File: src/rtl/gelato_warp_issue.sv
// Warp issue stage: round-robin selection of hazard-free warp heads, checked against a
// per-warp scoreboard view, feeding one registered valid/ready issue slot.
module gelato_warp_issue #(
  parameter int unsigned WARP_NUM = 4,
  parameter int unsigned SB_SIZE  = 4,
  parameter int unsigned REG_W    = 5,
  localparam int unsigned WID     = (WARP_NUM > 1) ? $clog2(WARP_NUM) : 1
) (
  input  logic                              clk,
  input  logic                              rst_n,
  input  logic                              rdy,
  input  logic [WARP_NUM-1:0]               ibuf_valid,
  input  logic [WARP_NUM*REG_W-1:0]         ibuf_rs1,
  input  logic [WARP_NUM*REG_W-1:0]         ibuf_rs2,
  input  logic [WARP_NUM*REG_W-1:0]         ibuf_rd,
  input  logic [WARP_NUM*32-1:0]            ibuf_inst,
  output logic [WARP_NUM-1:0]               ibuf_pop,
  input  logic [WARP_NUM*SB_SIZE*REG_W-1:0] sb_regs,
  output logic [REG_W-1:0]                  sb_new_reg,
  output logic [WID-1:0]                    sb_warp_num,
  output logic                              issue_valid,
  input  logic                              issue_ready,
  output logic [WID-1:0]                    issue_warp,
  output logic [31:0]                       issue_inst,
  output logic [REG_W-1:0]                  issue_rs1,
  output logic [REG_W-1:0]                  issue_rs2,
  output logic [REG_W-1:0]                  issue_rd
);

  logic [REG_W-1:0]    rs1_w  [WARP_NUM];
  logic [REG_W-1:0]    rs2_w  [WARP_NUM];
  logic [REG_W-1:0]    rd_w   [WARP_NUM];
  logic [31:0]         inst_w [WARP_NUM];
  logic [WARP_NUM-1:0] hazard;
  logic [WARP_NUM-1:0] sb_full;
  logic [WARP_NUM-1:0] eligible;

  logic                can_select;
  logic                sel_valid;
  logic [WID-1:0]      sel_warp;
  logic [WID-1:0]      rr_ptr_q, rr_ptr_d;

  logic                issue_valid_q;
  logic [WID-1:0]      issue_warp_q;
  logic [31:0]         issue_inst_q;
  logic [REG_W-1:0]    issue_rs1_q, issue_rs2_q, issue_rd_q;

  for (genvar w = 0; w < WARP_NUM; w++) begin : g_warp
    logic [SB_SIZE-1:0] slot_used;
    logic [SB_SIZE-1:0] slot_hit;

    assign rs1_w[w]  = ibuf_rs1[w*REG_W +: REG_W];
    assign rs2_w[w]  = ibuf_rs2[w*REG_W +: REG_W];
    assign rd_w[w]   = ibuf_rd[w*REG_W +: REG_W];
    assign inst_w[w] = ibuf_inst[w*32 +: 32];

    for (genvar s = 0; s < SB_SIZE; s++) begin : g_slot
      logic [REG_W-1:0] slot;
      assign slot         = sb_regs[(w*SB_SIZE+s)*REG_W +: REG_W];
      assign slot_used[s] = |slot;
      // A used slot is nonzero, so a match can never be against register 0.
      assign slot_hit[s]  = slot_used[s] &&
                            ((rs1_w[w] == slot) || (rs2_w[w] == slot) || (rd_w[w] == slot));
    end

    assign hazard[w]   = |slot_hit;
    assign sb_full[w]  = (rd_w[w] != '0) && (&slot_used);
    assign eligible[w] = ibuf_valid[w] && !hazard[w] && !sb_full[w];
  end

  // Selection is blocked while the issue slot holds an instruction the consumer has not taken.
  assign can_select = rst_n && rdy && (!issue_valid_q || issue_ready);

  always_comb begin
    int unsigned idx;
    sel_valid = 1'b0;
    sel_warp  = '0;
    idx       = 0;
    for (int unsigned k = 0; k < WARP_NUM; k++) begin
      idx = (32'(rr_ptr_q) + k) % WARP_NUM;
      if (can_select && !sel_valid && eligible[WID'(idx)]) begin
        sel_valid = 1'b1;
        sel_warp  = WID'(idx);
      end
    end
  end

  always_comb begin
    if (32'(sel_warp) == WARP_NUM - 1) begin
      rr_ptr_d = '0;
    end else begin
      rr_ptr_d = sel_warp + WID'(1);
    end
  end

  always_comb begin
    ibuf_pop    = '0;
    sb_new_reg  = '0;
    sb_warp_num = '0;
    if (sel_valid) begin
      ibuf_pop[sel_warp] = 1'b1;
      sb_new_reg         = rd_w[sel_warp];
      sb_warp_num        = sel_warp;
    end
  end

  always_ff @(posedge clk or negedge rst_n) begin
    if (!rst_n) begin
      rr_ptr_q      <= '0;
      issue_valid_q <= 1'b0;
      issue_warp_q  <= '0;
      issue_inst_q  <= '0;
      issue_rs1_q   <= '0;
      issue_rs2_q   <= '0;
      issue_rd_q    <= '0;
    end else if (rdy) begin
      if (sel_valid) begin
        rr_ptr_q      <= rr_ptr_d;
        issue_valid_q <= 1'b1;
        issue_warp_q  <= sel_warp;
        issue_inst_q  <= inst_w[sel_warp];
        issue_rs1_q   <= rs1_w[sel_warp];
        issue_rs2_q   <= rs2_w[sel_warp];
        issue_rd_q    <= rd_w[sel_warp];
      end else if (issue_valid_q && issue_ready) begin
        issue_valid_q <= 1'b0;
      end
    end
  end

  assign issue_valid = issue_valid_q;
  assign issue_warp  = issue_warp_q;
  assign issue_inst  = issue_inst_q;
  assign issue_rs1   = issue_rs1_q;
  assign issue_rs2   = issue_rs2_q;
  assign issue_rd    = issue_rd_q;

  a_sel_warp_range: assert property (@(posedge clk) disable iff (!rst_n)
    sel_valid |-> (32'(sel_warp) < WARP_NUM));
  a_sel_fields_known: assert property (@(posedge clk) disable iff (!rst_n)
    sel_valid |-> !$isunknown({inst_w[sel_warp], rs1_w[sel_warp], rs2_w[sel_warp],
                               rd_w[sel_warp]}));
  a_issue_warp_range: assert property (@(posedge clk) disable iff (!rst_n)
    issue_valid_q |-> (32'(issue_warp_q) < WARP_NUM));

endmodule

File: config.mk
export PLATFORM = sky130hd
export DESIGN_NAME = gelato_warp_issue
export DESIGN_NICKNAME = d
export VERILOG_FILES = /design/src/rtl/gelato_warp_issue.sv
export SDC_FILE = /design/constraint.sdc
export NUM_CORES = 1
export LEC_CHECK = 0
export ABC_CLOCK_PERIOD_IN_PS = 6570
export CORE_MARGIN = 2
export CORE_UTILIZATION = 38
export DETAILED_ROUTE_END_ITERATION = 10
export PLACE_DENSITY = 0.79
export SYNTH_ARGS = -nofsm -noshare
export SYNTH_HDL_FRONTEND = slang
export SYNTH_SLANG_ARGS = --single-unit
File: constraint.sdc
create_clock -name clk -period 6.57 [get_ports clk]
set_clock_uncertainty 0.1 [all_clocks]
set_input_delay 1.6425 -clock clk [delete_from_list [all_inputs] [get_ports clk]]
set_output_delay 1.6425 -clock clk [all_outputs]
set_load 0.1 [all_outputs]
==> results of run 1 <==
-- tightest hold or removal path, delay by kind of cell, from the launching register on --
kind	cells	cell delay, ps
AND/OR/NAND/NOR	1	50
AO/OA/AOI/OAI	1	60
flip-flops	1	340
-- state kept, by name, indices dropped and copies added (netlist names) --
| signal | count |
|---|---|
| issue_inst | 32 |
| issue_rd | 5 |
| issue_rs1 | 5 |
| issue_rs2 | 5 |
| issue_valid | 1 |
| issue_warp | 2 |
| rr_ptr_q | 2 |
-- area by class of cell --
type                       instances  area, um2
multi-input combinational        674       5400
clock buffer                       6        139
sequential                        52       1300
inverter                          15       73.8
tap                              225        282
fill                            1342       5040
clock inverter                     2       38.8
antenna                            1       2.50
timing repair buffer             544       5080
-- worst max path at each step --
stage	cells past startpoint	endpoint
final	15	ibuf_pop[2]
after CTS	15	ibuf_pop[3]
after global routing	15	sb_new_reg[0]
after floorplan	15	ibuf_pop[3]
after detailed placement	14	ibuf_pop[0]
after global placement	14	ibuf_pop[0]
-- routing by layer --
layer  share of wire  vias up  global-route usage
li1                -     3848                   -
met1            0.38     3802               0.340
met2            0.52      350               0.559
met3           0.063       75              0.0559
met4           0.042        0               0.126
met5               0        -                   0
-- power breakdown --
group	switching [mW]	internal [mW]	total (mW)
registers	0.113	0.477	0.590
logic	1.85	0.878	2.73
clock network	0.138	0.192	0.330
total	2.10	1.55	3.65
-- cells by family (layout without fill, tap and decap cells) --
kind of cell    count (synthesis)  count (layout)  synth area share
flops                          52              52             0.192
other cells                     0               1                 0
simple gates                  234             234             0.163
xor+xnor                      240             240             0.310
mux                            85              85             0.126
buf+inv                       109             567            0.0672
fa+ha+maj                       4               4           0.00739
compound gates                111             111             0.134
-- metrics by stage --
step / hold slack [ps] / TNS, ps / total power, mW
finish: 391 / -2380 / 3.65
global route: 409 / -3170 / 3.79
CTS: 389 / -4070 / 3.64
detailed placement: 371 / -7520 / 3.27
global placement: 361 / -6980 / 3.24
floorplan: 449 / -3120 / 2.40
-- what timing repair did --
| action | CTS | global route |
|---|---|---|
| pin swaps | 24 | 23 |
| endpoints found under the setup margin | 11 | 10 |
| setup buffers | 9 | 2 |
| resized for setup | 95 | 88 |
-- Yosys cell counts (5+ instances only) --
cell type	n
sky130_fd_sc_hd__o21ai_0	8
sky130_fd_sc_hd__nor4_1	7
sky130_fd_sc_hd__clkbuf_1	75
sky130_fd_sc_hd__o221ai_1	43
sky130_fd_sc_hd__nand3_1	45
sky130_fd_sc_hd__a21oi_1	10
sky130_fd_sc_hd__nor3_1	43
sky130_fd_sc_hd__xor2_1	111
sky130_fd_sc_hd__dfrtp_1	52
sky130_fd_sc_hd__inv_1	14
sky130_fd_sc_hd__nor2_1	31
sky130_fd_sc_hd__nand2_1	75
sky130_fd_sc_hd__mux2i_1	84
sky130_fd_sc_hd__buf_2	13
sky130_fd_sc_hd__xnor2_1	129
sky130_fd_sc_hd__or4_1	15
sky130_fd_sc_hd__o211a_1	5
==> flow_summary_export.csv, run 1 <==
group,metric,value,unit
critical_path,crit_chain,"buf_6 > or4_4 > nor2_4 > nor4_1 > or3_1 > or4_4 > o32a_1 > o32a_1 > a221o_4 > buf_8 > buf_12 > clkinv_8 > ha_4 > nor2b_4 > buf_12",
logic_synthesis,synth_enable_flop_cells,0,
hold_path,whs_endpoint,"issue_inst[17]",
outcome,failed_checks,"negative setup slack",
logic_synthesis,synthDistinctLibCells,49,
pwr,vdd.ir_drop.worst,0.000509,V
logic_synthesis,syn_area_per_cell,8.11,um2
hold_path,hold_depth,2,
pwr,power.static_leakage,5.65,nW
sta,timing.slew.headroom,0.279,
logic_synthesis,postSynthCellCount,835,
clock_tree,postCtsHoldBufs,0,
global_routing,grt_util_all_layers,0.303,
floorplan,total_i_o_pin_count,337,
clock_tree,clkSlewWorstSetupHoldPaths,70,ps
logic_synthesis,synth_warnings,0,
global_routing,gr-total-overflow,0,
clock_tree,cts_tree,"built",
routing,post_dr_vias_cell,5.32,
logic_synthesis,syn-cell-area,0.00677,mm2
logic_synthesis,async_flop_share,1.00,
cells_and_area,final_core_util,0.709,
job,drv.max_cap_violation_count,0,
global_routing,antenna_found_initial,0,
routing,detail_route.wl_per_cell,19.4,um
critical_path,reg2reg_slack,3150,ps
cells_and_area,layout-drive-gt1-share,0.244,
critical_path,path_class,"primary input to output pin",
floorplan,die_height,138,um
global_routing,grt_pass1_wl,43900,um
critical_path,max_stage_delay,590,ps
routing,detail-route-antenna-nets,0,
logic_synthesis,ys_ff_latch,52,
sta,finalWorstPathRequiredPeriod,6840,ps
sta,tightestPinTransition,1080,ps
global_routing,largest_net_degree_at_the_start_of_global_routing,51,
outcome,status,"complete, but fails checks",
critical_path,worst_setup_path_end_kind,"output pin",
routing,detailedRoute.firstIterationViolations,318,
sta,fmax,0.146,GHz
cells_and_area,layout_common_cells,"263 x sky130_fd_sc_hd__clkdlybuf4s50_1, 199 x sky130_fd_sc_hd__buf_4, 129 x sky130_fd_sc_hd__xnor2_1, 111 x sky130_fd_sc_hd__xor2_1, 84 x sky130_fd_sc_hd__mux2i_1",
clock_tree,clockBufferDepth,2,
routing,via_count,8075,
placed_design,buffer_ports.inserted,336,
sta,grt_setup_unrepaired,"true",
floorplan,core.rowCount,48,
clock_tree,root_buffer,"sky130_fd_sc_hd__clkbuf_16",
cells_and_area,areaGrowthSynthToFinish,81.8,%
critical_path,critical_path.max_fanout,6,
hold_path,worst_hold_startpoint,"issue_inst[17]",
critical_path,worstSetupStartpointType,"primary input",
hold_path,worst_hold_path_type,"flop to flop",
floorplan,dieArea,0.0189,mm2
clock_tree,clock_latency,310,ps
global_routing,grt_pass1_vias,8241,
cells_and_area,final_net_count,1572,
floorplan,die_width,138,um
floorplan,floorplan.initialDensity,0.390,
placed_design,dp_hpwl,24100,um
logic_synthesis,synth.yosys.seq_area_share,0.192,
sta,fin_crit_share,1.04,
sta,finalWorstSetupSlack,-269,ps
cells_and_area,final_std_cell_area_no_fill,0.0123,mm2
critical_path,timing.critical_path.max_delay_family,"simple AND/OR/NAND/NOR gates",
logic_synthesis,synth_nets,1115,
routing,detail_route.drc_violations,0,
logic_synthesis,synthFlopType,"sky130_fd_sc_hd__dfrtp_1",
critical_path,critical_path_rt,4830,ps
clock_tree,clock-sinks,52,
cells_and_area,most_frequent_standard_cell_in_the_layout_excluding_fill_and_tap_cells,"sky130_fd_sc_hd__clkdlybuf4s50_1",
routing,drt_first_pass_iters,4,
critical_path,worstSetupStartpoint,"sb_regs[1]",
clock_tree,cts_htree_levels,2,
critical_path,critical_path_arrival,5100,ps
sta,slew_violations,0,
critical_path,r2r-end,"issue_inst[11]",
logic_synthesis,synth_area_leaders,"sky130_fd_sc_hd__dfrtp_1 19%, sky130_fd_sc_hd__xnor2_1 17%, sky130_fd_sc_hd__xor2_1 14%",
critical_path,timing.reg2reg.worst_path_depth,12,
routing,drt_wl_total,29500,um
logic_synthesis,yosysTopAreaCell,"sky130_fd_sc_hd__dfrtp_1",
cells_and_area,final_cell_count_no_fill,1519,
critical_path,reg2reg_from,"rr_ptr_q[1]",
placed_design,place_ws,-786,ps
placed_design,post-place-cells,1499,
clock_tree,cts_inserted_buffers,5,
placed_design,gp_congestion,0.949,
floorplan,floorplan.core_area,0.0174,mm2
sta,final-hold-violation-count,0,
placed_design,placed_cell_area,0.0118,mm2
logic_synthesis,synth_top_area_frac,0.192,
critical_path,cpMaxStageDelayCell,"sky130_fd_sc_hd__or4_4",
critical_path,cp_num_buf_inv,5,
sta,setup-violations-final,10,
pwr,powerDensity,297,mW/mm2
No activity file was read; power rests on OpenSTA's default activity.
==> inputs of run 2 (changes only) <==
--- a/config.mk
+++ b/config.mk
@@ -8,6 +8,7 @@
 export ABC_CLOCK_PERIOD_IN_PS = 6570
 export CORE_MARGIN = 2
 export CORE_UTILIZATION = 38
+export CTS_CLUSTER_SIZE = 16
 export DETAILED_ROUTE_END_ITERATION = 10
 export PLACE_DENSITY = 0.79
 export SYNTH_ARGS = -nofsm -noshare
==> results of run 2 <==
Final layout, timing and power as in run 1 (identical DEF).
==> inputs of run 3 (changes only) <==
--- a/config.mk
+++ b/config.mk
@@ -6,7 +6,6 @@
 export NUM_CORES = 1
 export LEC_CHECK = 0
 export ABC_CLOCK_PERIOD_IN_PS = 6570
-export CORE_MARGIN = 2
 export CORE_UTILIZATION = 38
 export CTS_CLUSTER_SIZE = 16
 export DETAILED_ROUTE_END_ITERATION = 10
==> constraint.sdc (replaced) <==
create_clock -name clk -period 6.57 [get_ports clk]
set_clock_uncertainty 0.1 [all_clocks]
set_input_delay 0.657 -clock clk [delete_from_list [all_inputs] [get_ports clk]]
set_output_delay 0.657 -clock clk [all_outputs]
set_load 0.1 [all_outputs]
==> run 3 against run 2 <==
  * The flow now finishes without violations
  * Hold slack got worse by 13 ps
  * Die area fell by 2.9%
  * Via count fell by 10%
  * Cell area fell by 16%
  * Critical path depth fell by 2
  * Combinational power fell by 7.7%
  * Setup slack improved by 910 ps
  * Non-clock buffer count fell by 199
  * Cell count fell by 13%
  * Register-to-register slack improved by 20 ps
==> flow_summary_export.csv, run 3 (synthesis gave the netlist of run 1 again) <==
group,metric,value,unit
global_routing,gr-total-overflow,0,
critical_path,timing.reg2reg.worst_path_depth,8,
sta,grt_setup_unrepaired,"false",
critical_path,worst_setup_path_end_kind,"output pin",
global_routing,grt_busiest_layer,"met2",
sta,fin_crit_share,0.903,
sta,slew_violations,0,
global_routing,grtUsageMet1,0.327,
clock_tree,cts_htree_levels,2,
cells_and_area,layout_common_cells,"325 x sky130_fd_sc_hd__clkdlybuf4s50_1, 129 x sky130_fd_sc_hd__xnor2_1, 111 x sky130_fd_sc_hd__xor2_1, 84 x sky130_fd_sc_hd__mux2i_1, 75 x sky130_fd_sc_hd__nand2_1",
floorplan,core.rowCount,48,
pwr,vdd.ir_drop.worst,0.000457,V
pwr,powerDensity,332,mW/mm2
job,drv.max_cap_violation_count,0,
sta,finalWorstPathRequiredPeriod,5930,ps
critical_path,reg2reg_slack,3170,ps
hold_path,worst_hold_path_type,"flop to flop",
sta,tightestPinTransition,1090,ps
floorplan,floorplan.initialDensity,0.390,
routing,post_dr_vias_cell,5.51,
routing,drt_first_pass_iters,5,
placed_design,buffer_ports.inserted,336,
cells_and_area,final_cell_count_no_fill,1319,
global_routing,grt_pass1_vias,7231,
critical_path,r2r-end,"issue_inst[29]",
global_routing,grt_util_met2,0.484,
clock_tree,cts_tree,"built",
floorplan,die_width,136,um
hold_path,hold_depth,2,
routing,via_count,7267,
clock_tree,clockBufferDepth,2,
global_routing,largest_net_degree_at_the_start_of_global_routing,55,
sta,setup-violations-final,0,
global_routing,met3_resource_use_gr,0.0471,
critical_path,critical_path.max_fanout,42,
cells_and_area,fillerInstances,1533,
critical_path,worstSetupStartpointType,"primary input",
placed_design,gp_congestion,0.985,
placed_design,post-place-cells,1311,
outcome,status,"complete, no violations",
sta,final-hold-violation-count,0,
sta,fmax,0.169,GHz
floorplan,dieArea,0.0184,mm2
global_routing,grt_util_all_layers,0.282,
routing,detail-route-antenna-nets,0,
global_routing,antenna_found_initial,1,
cells_and_area,layout-drive-gt1-share,0.0366,
critical_path,critical_path_rt,5810,ps
hold_path,whs_endpoint,"issue_warp[0]",
cells_and_area,final_net_count,1373,
clock_tree,postCtsHoldBufs,0,
clock_tree,cts_inserted_buffers,5,
sta,timing.slew.headroom,0.271,
routing,detail_route.wl_per_cell,20.0,um
hold_path,worst_hold_startpoint,"issue_warp[0]",
critical_path,critical_path_arrival,5170,ps
critical_path,reg2reg_from,"rr_ptr_q[1]",
routing,detail_route.drc_violations,0,
clock_tree,clock-sinks,52,
clock_tree,clkSlewWorstSetupHoldPaths,70,ps
sta,tns,0,ps
cells_and_area,largest_register_ff_count,32,
global_routing,grt_pass1_wl,39600,um
floorplan,floorplan.core_area,0.0174,mm2
placed_design,dp_hpwl,20800,um
critical_path,path_class,"primary input to output pin",
clock_tree,root_buffer,"sky130_fd_sc_hd__clkbuf_16",
pwr,power.static_leakage,4.31,nW
floorplan,total_i_o_pin_count,337,
cells_and_area,most_frequent_standard_cell_in_the_layout_excluding_fill_and_tap_cells,"sky130_fd_sc_hd__clkdlybuf4s50_1",
routing,detailedRoute.firstIterationViolations,385,
cells_and_area,areaGrowthSynthToFinish,53.2,%
clock_tree,cts_setup_buffers,0,
clock_tree,cts_resized,0,
clock_tree,clock_latency,290,ps
floorplan,die_height,136,um
routing,drt_wl_total,26400,um
==> run 3: per-stage QoR <==
step	power [mW]	utilization	area [um2]	hold WS, ps	setup WS [ps]
4_1_cts	3.46	0.598	10400	381	639
3_5_place_dp	3.10	0.587	10200	363	644
6_report	3.45	0.598	10400	377	638
2_1_floorplan	2.37	-	6770	261	453
3_3_place_gp	3.09	0.587	10200	358	744
5_1_grt	3.57	0.598	10400	406	424
==> run 3: worst max path at each step <==
stage,from,to,slack [ps],depth (start not counted)
after floorplan,sb_regs[41],ibuf_pop[3],450,15
after global placement,sb_regs[56],ibuf_pop[2],740,13
after detailed placement,sb_regs[41],ibuf_pop[2],640,13
after CTS,sb_regs[41],ibuf_pop[2],640,13
after global routing,sb_regs[56],sb_new_reg[0],420,12
final,sb_regs[41],ibuf_pop[2],640,13
==> run 3: layer usage <==
metal,part of all wire,wire (um)
met3,0.074,1970
met5,0,0
met4,0.055,1450
met2,0.50,13100
met1,0.38,9920
==> run 3: final cells by class <==
type | count | area (um2) | area share
inverters | 15 | 56.3 | 0.00543
multi-input cells | 674 | 5040 | 0.485
clock inverters | 2 | 60.1 | 0.00579
flip-flops and latches | 52 | 1300 | 0.125
clock buffers | 5 | 125 | 0.0121
well taps | 225 | 282 | 0.0271
diodes | 1 | 2.50 | 0.000241
repair buffers | 345 | 3510 | 0.339
==> run 3: power by group <==
part           switching (mW)  leakage [nW]  total [mW]  internal (mW)
Combinational            1.78          3.60        2.52          0.741
Sequential              0.108         0.626       0.585          0.477
Clock                   0.129        0.0899       0.345          0.217
Total                    2.01          4.31        3.45           1.44
==> run 3: worst max-delay path, cell delays in order <==
cell and delay (ps):
sky130_fd_sc_hd__clkdlybuf4s50_1 500, sky130_fd_sc_hd__or4_1 580, sky130_fd_sc_hd__nor2_2 150, sky130_fd_sc_hd__nor4_1 80
sky130_fd_sc_hd__or3_1 350, sky130_fd_sc_hd__or4_1 660, sky130_fd_sc_hd__o32a_1 430, sky130_fd_sc_hd__o32a_1 350
sky130_fd_sc_hd__a221o_4 670, sky130_fd_sc_hd__inv_1 160, sky130_fd_sc_hd__ha_1 140, sky130_fd_sc_hd__nor2b_1 210
sky130_fd_sc_hd__buf_12 210
